### src/rtl/muldiv_sequencer.sv
// Multi-cycle unsigned multiply/divide unit for the EX stage.
// One shift-add (MUL) or restoring-subtract (DIV) step per clock; stalls the pipe while busy.
module muldiv_sequencer #(
    parameter int unsigned WIDTH    = 32,
    parameter logic [5:0]  FUNC_MUL = 6'b000010,
    parameter logic [5:0]  FUNC_DIV = 6'b000001
) (
    input  logic             clk,
    input  logic             reset,
    input  logic             start,
    input  logic [5:0]       func,
    input  logic [WIDTH-1:0] data_a,
    input  logic [WIDTH-1:0] data_b,
    output logic             busy,
    output logic             stall,
    output logic             done,
    output logic [WIDTH-1:0] result,
    output logic [WIDTH-1:0] remainder,
    output logic [2:0]       flag
);

    localparam int unsigned CNT_W     = (WIDTH > 1) ? $clog2(WIDTH) : 1;
    localparam logic [2:0]  FLAG_NONE = 3'b000;
    localparam logic [2:0]  FLAG_EXC  = 3'b010;
    localparam logic [2:0]  FLAG_OVF  = 3'b011;

    typedef enum logic [1:0] {
        IDLE = 2'd0,
        BUSY = 2'd1,
        DONE = 2'd2
    } state_t;

    state_t           state;
    logic [CNT_W-1:0] count;
    logic             op_div;
    logic [WIDTH-1:0] operand;   // multiplicand (MUL) or divisor (DIV)
    logic [WIDTH-1:0] acc_hi;    // product high half / partial remainder
    logic [WIDTH-1:0] acc_lo;    // multiplier bits / dividend bits shifting into quotient

    logic             is_muldiv;
    logic             is_div_req;
    logic [WIDTH:0]   mul_sum;
    logic [WIDTH:0]   div_trial;
    logic [WIDTH-1:0] hi_nx;
    logic [WIDTH-1:0] lo_nx;

    assign is_div_req = (func == FUNC_DIV);
    assign is_muldiv  = (func == FUNC_MUL) || is_div_req;
    assign stall      = (state == BUSY) || ((state == IDLE) && start && is_muldiv);

    // One iteration of the selected algorithm on the current accumulator.
    always_comb begin
        mul_sum   = {1'b0, acc_hi} + (acc_lo[0] ? {1'b0, operand} : {(WIDTH+1){1'b0}});
        div_trial = {acc_hi, acc_lo[WIDTH-1]} - {1'b0, operand};
        hi_nx     = mul_sum[WIDTH:1];
        lo_nx     = {mul_sum[0], acc_lo[WIDTH-1:1]};
        if (op_div) begin
            if (!div_trial[WIDTH]) begin
                hi_nx = div_trial[WIDTH-1:0];
                lo_nx = {acc_lo[WIDTH-2:0], 1'b1};
            end else begin
                hi_nx = {acc_hi[WIDTH-2:0], acc_lo[WIDTH-1]};
                lo_nx = {acc_lo[WIDTH-2:0], 1'b0};
            end
        end
    end

    always_ff @(posedge clk) begin
        if (!reset) begin
            state     <= IDLE;
            count     <= '0;
            op_div    <= 1'b0;
            operand   <= '0;
            acc_hi    <= '0;
            acc_lo    <= '0;
            busy      <= 1'b0;
            done      <= 1'b0;
            result    <= '0;
            remainder <= '0;
            flag      <= FLAG_NONE;
        end else begin
            case (state)
                IDLE: begin
                    if (start && is_muldiv) begin
                        op_div    <= is_div_req;
                        count     <= CNT_W'(WIDTH - 1);
                        acc_hi    <= '0;
                        busy      <= 1'b1;
                        result    <= '0;
                        remainder <= '0;
                        flag      <= FLAG_NONE;
                        if (is_div_req) begin
                            operand <= data_b;
                            acc_lo  <= data_a;
                            // Divide by zero skips the iterations entirely.
                            if (data_b == '0) begin
                                state <= DONE;
                                done  <= 1'b1;
                                flag  <= FLAG_EXC;
                            end else begin
                                state <= BUSY;
                            end
                        end else begin
                            operand <= data_a;
                            acc_lo  <= data_b;
                            state   <= BUSY;
                        end
                    end
                end
                BUSY: begin
                    acc_hi <= hi_nx;
                    acc_lo <= lo_nx;
                    count  <= count - CNT_W'(1);
                    if (count == '0) begin
                        state     <= DONE;
                        done      <= 1'b1;
                        result    <= lo_nx;
                        remainder <= hi_nx;
                        flag      <= (!op_div && (hi_nx != '0)) ? FLAG_OVF : FLAG_NONE;
                    end
                end
                DONE: begin
                    state <= IDLE;
                    done  <= 1'b0;
                    busy  <= 1'b0;
                end
                default: begin
                    state <= IDLE;
                    done  <= 1'b0;
                    busy  <= 1'b0;
                end
            endcase
        end
    end

endmodule

### config.mk
export PLATFORM = sky130hd
export DESIGN_NAME = muldiv_sequencer
export DESIGN_NICKNAME = d
export VERILOG_FILES = /design/src/rtl/muldiv_sequencer.sv
export SDC_FILE = /design/constraint.sdc
export NUM_CORES = 1
export LEC_CHECK = 0
export ABC_CLOCK_PERIOD_IN_PS = 5800
export BUFFER_PORTS_ARGS = -buffer_cell sky130_fd_sc_hd__clkbuf_2
export CAP_MARGIN = 25
export CORE_ASPECT_RATIO = 1.75
export CORE_MARGIN = 2
export CORE_UTILIZATION = 60
export CTS_CLUSTER_DIAMETER = 100
export DETAILED_ROUTE_END_ITERATION = 10
export PLACE_DENSITY = 0.94
export SYNTH_ARGS = -nofsm -noshare
export SYNTH_HDL_FRONTEND = slang
export SYNTH_SLANG_ARGS = --single-unit
### constraint.sdc
create_clock -name clk -period 5.8 [get_ports clk]
set_input_delay 0.58 -clock clk [delete_from_list [all_inputs] [get_ports clk]]
set_output_delay 0.58 -clock clk [all_outputs]
set_load 0.01 [all_outputs]
==> key figures <==
Run status
  • Outcome: finished, violations left
  • Failing checks: DRC

Clock network
  • Root Buffer: clkbuf_16
  • CTS Sinks: 172
  • H-Tree Depth: 4
  • Clock latency at the later pin of the worst-skew pair: 0.46 ns
  • Hold Buf Count CTS: 0
  • # resized after CTS: 0
  • CTS buffer count: 17
  • CTS Buffer Depth: 2
  • Setup Buffers After CTS: 0
  • CTS tree: yes
  • Clk slew on worst S/H paths: 0.07 ns

Global route
  • Initial antenna violation count: 0
  • GRT Util Overall: 40.56%
  • M2 GR Usage: 71.37%
  • Congestion Overflow GR: 0
  • Vias in the first global route: 12860
  • Met1 Track Usage GR: 41.01%
  • Busiest grt layer: met2
  • Largest net degree at the start of global routing: 92
  • Global Route met3 Usage: 7.169%
  • First-pass GRT wire length: 69360 µm

Place
  • DP Wirelength: 33590 µm
  • RePlAce Congestion: 1.073
  • IO buf count: 141
  • Post-DP Area: 0.01344 mm²
  • Placed insts: 1909

Logic synthesis
  • XOR/XNOR Fraction of Synth Area: 3.711%
  • Synth Flop Type: dfxtp_1
  • Mux contribution to synthesized area: 8.353%
  • Mapped Area: 0.01251 mm²
  • YS warnings: 0
  • Post-Syn Instances: 1587
  • Synth unique cells: 83
  • Post-synthesis compound-gate area fraction: 26.49%
  • Seq/Total Area, Yosys: 27.53%
  • Mapped Nets: 1728
  • Post-synth EDFFs: 0
  • Post-synthesis adder-cell area fraction: 6.923%
  • Largest family of logic cells by synthesized area: compound AO/OA/AOI/OAI gates
  • Number of synthesized register bits: 172
  • Simple-Gate Fraction of Synth Area: 22.27%
  • Synth async-reset ratio: 0%
  • Synth Area per Inst: 7.881 µm²

Worst setup path
  • Crit end category: flop
  • CP delay by family, top: compound AO/OA/AOI/OAI gates
  • Crit-path cells: ha_1, a21oi_4, o211ai_4, a2111oi_4, nor2b_1, a311oi_1, nor2_2, buf_4, buf_4, o311ai_0, nand4b_1, or4_1, o41ai_1, nand2_1
  • Worst path most repeated cell: buf_4
  • CP peak stage delay: 0.77 ns
  • Critical path class: flop to flop
  • Crit-path max FO: 14
  • CP arrival: 5.24 ns
  • CP Data Required Time: 6.13 ns
  • Buf/Inv on CP: 2
  • R2R Setup Slk: 0.90 ns
  • Crit-path slowest cell: o311ai_0
  • CP startpoint kind: flop

Detailed routing
  • Initial DRC Count: 1179
  • Drt pass-1 iters: 8
  • Routed Antenna Nets: 0
  • Total Wirelength: 45370 µm
  • DR DRC count: 1
  • Via count: 12780
  • Avg WL per Cell: 23.38 µm
  • Vias per cell: 6.585

Floorplan
  • Core region area: 0.02037 mm²
  • Ports: 143
  • Initial Util: 61.39%
  • # rows: 69
  • Die height: 195.0 µm
  • Die width: 113.1 µm
  • Die ar.: 0.02206 mm²

STA
  • Worst slew pin tran: 1.155 ns
  • Worst Skew: 0.01085 ns
  • Total Negative Setup Slacks: 0 ns
  • RSZ-0062 raised after global routing: no
  • Hold Violations, Final: 0
  • Worst rel slew slack: 22.78%
  • Min cycle time layout: 4.904 ns
  • Final setup vio count: 0
  • Fin. max-slew vios: 0
  • Period Utilization, post-route: 84.55%
  • Fmax: 0.2039 GHz

Layout
  • Layout area overhead: 12.31%
  • # diodes: 0
  • Fraction of layout cells with a size suffix above 1: 14.41%
  • Design Area, Final: 0.01405 mm²
  • Layout Utilization: 68.95%
  • Final cell count without fillers: 1941
  • Number of nets in the layout: 1821

Hold path
  • HP Class: flop to flop

Power and ir drop
  • Pwr Total: 0.002755 W
  • Peak supply drop: 301.6 µV
  • Leak: 6.472 nW
  • PwrDens: 196.1 mW/mm²

Job
  • Max-cap violations: 0
## routing by layer
| metal | vias to the layer above | part of all wire, % |
|---|---|---|
| li1 | 5911 | - |
| met3 | 223 | 6.6 |
| met5 | - | 0 |
| met4 | 0 | 9.4 |
| met2 | 614 | 50 |
| met1 | 6034 | 34 |
## stage by stage
step	hold slack, ns	worst slack [ns]
2_1_floorplan	0.4732	1.479
3_3_place_gp	0.4346	1.008
3_5_place_dp	0.4610	0.9616
4_1_cts	0.4703	0.9422
5_1_grt	0.4881	0.4843
6_report	0.4692	0.8960
## report_power, final
part / total [W] / switching, W / internal (W)
clock network: 0.00120 / 0.000554 / 0.000650
registers: 0.00119 / 0.00000756 / 0.00119
logic: 0.000356 / 0.000221 / 0.000135
## synthesized netlist by cell type, types with 19 or more instances
library cell | number | share of area (%)
xnor2_1 | 35 | 2.5
a31oi_1 | 19 | 0.95
and2_1 | 58 | 2.9
nor2_1 | 113 | 3.4
o21ai_0 | 75 | 3.0
a22oi_1 | 46 | 2.8
dfxtp_1 | 172 | 28
a21oi_1 | 72 | 2.9
ha_1 | 66 | 6.6
clkbuf_1 | 83 | 2.5
a21boi_0 | 39 | 2.3
mux2i_1 | 101 | 8.1
o211a_1 | 38 | 3.0
nand3_1 | 21 | 0.84
nand2_1 | 221 | 6.6
a211oi_1 | 42 | 2.5
nor2b_1 | 53 | 2.7
inv_1 | 49 | 1.5
o21a_1 | 43 | 2.6
## cells by family after synthesis
family,after synthesis
compound gates,462
xor+xnor,53
fa+ha+maj,68
buf+inv,151
flops,172
mux,104
other cells,1
simple gates,576
## final timing paths
path                                   start                    endpoint  cells after the start
setup / recovery     acc_hi[20]$_SDFFE_PN0P_        flag[1]$_SDFFE_PN0P_                     14
hold / removal    remainder[23]$_SDFFE_PN0P_  remainder[23]$_SDFFE_PN0P_                      2
setup reg to reg     acc_hi[20]$_SDFFE_PN0P_        flag[1]$_SDFFE_PN0P_                     14
hold reg to reg   remainder[23]$_SDFFE_PN0P_  remainder[23]$_SDFFE_PN0P_                      2
## registers in the layout (all words and copies together), names as in the netlist, 2 cells and up
register and count:
acc_hi 32, acc_lo 32, operand 32, remainder 32, result 32, count 5, flag 2, state 2
## layout by cell type (no fill, tap or decap), types with 4 or more instances in the layout
cell         n
a211oi_1    42
a21boi_0    39
a21o_1      18
a21oi_1     72
a22oi_1     46
a311oi_1     5
a31oi_1     19
and2_1      59
and3_1      12
buf_4       34
clkbuf_16   17
clkbuf_2   140
dfxtp_1    171
ha_1        66
inv_1       49
inv_6        7
mux2i_1    101
nand2_1    221
nand2b_1    12
nand3_1     21
nand3b_1     6
nand4_1     17
nor2_1     112
nor2b_1     51
nor3_1      14
nor4_1      18
o211a_1     38
o211ai_1     9
o21a_1      43
o21ai_0     75
o31ai_1      4
or3_1        4
or4_1        4
xnor2_1     35
xor2_1      18
## layout make-up
cell class              instances  area [µm²]
fillers                      1597        6327
inverters                      49       183.9
multi-input cells            1264        8502
repair buffers                176       998.5
clock buffers                  17       425.4
flip-flops and latches        172        3447
clock inverters                15       180.2
well taps                     248       310.3
## worst min-delay path, stage by stage (launching register included)
cell      delay, ns
dfxtp_1        0.31
nand2_1        0.05
a21boi_0       0.06
No activity file was read; power rests on OpenSTA's default activity.
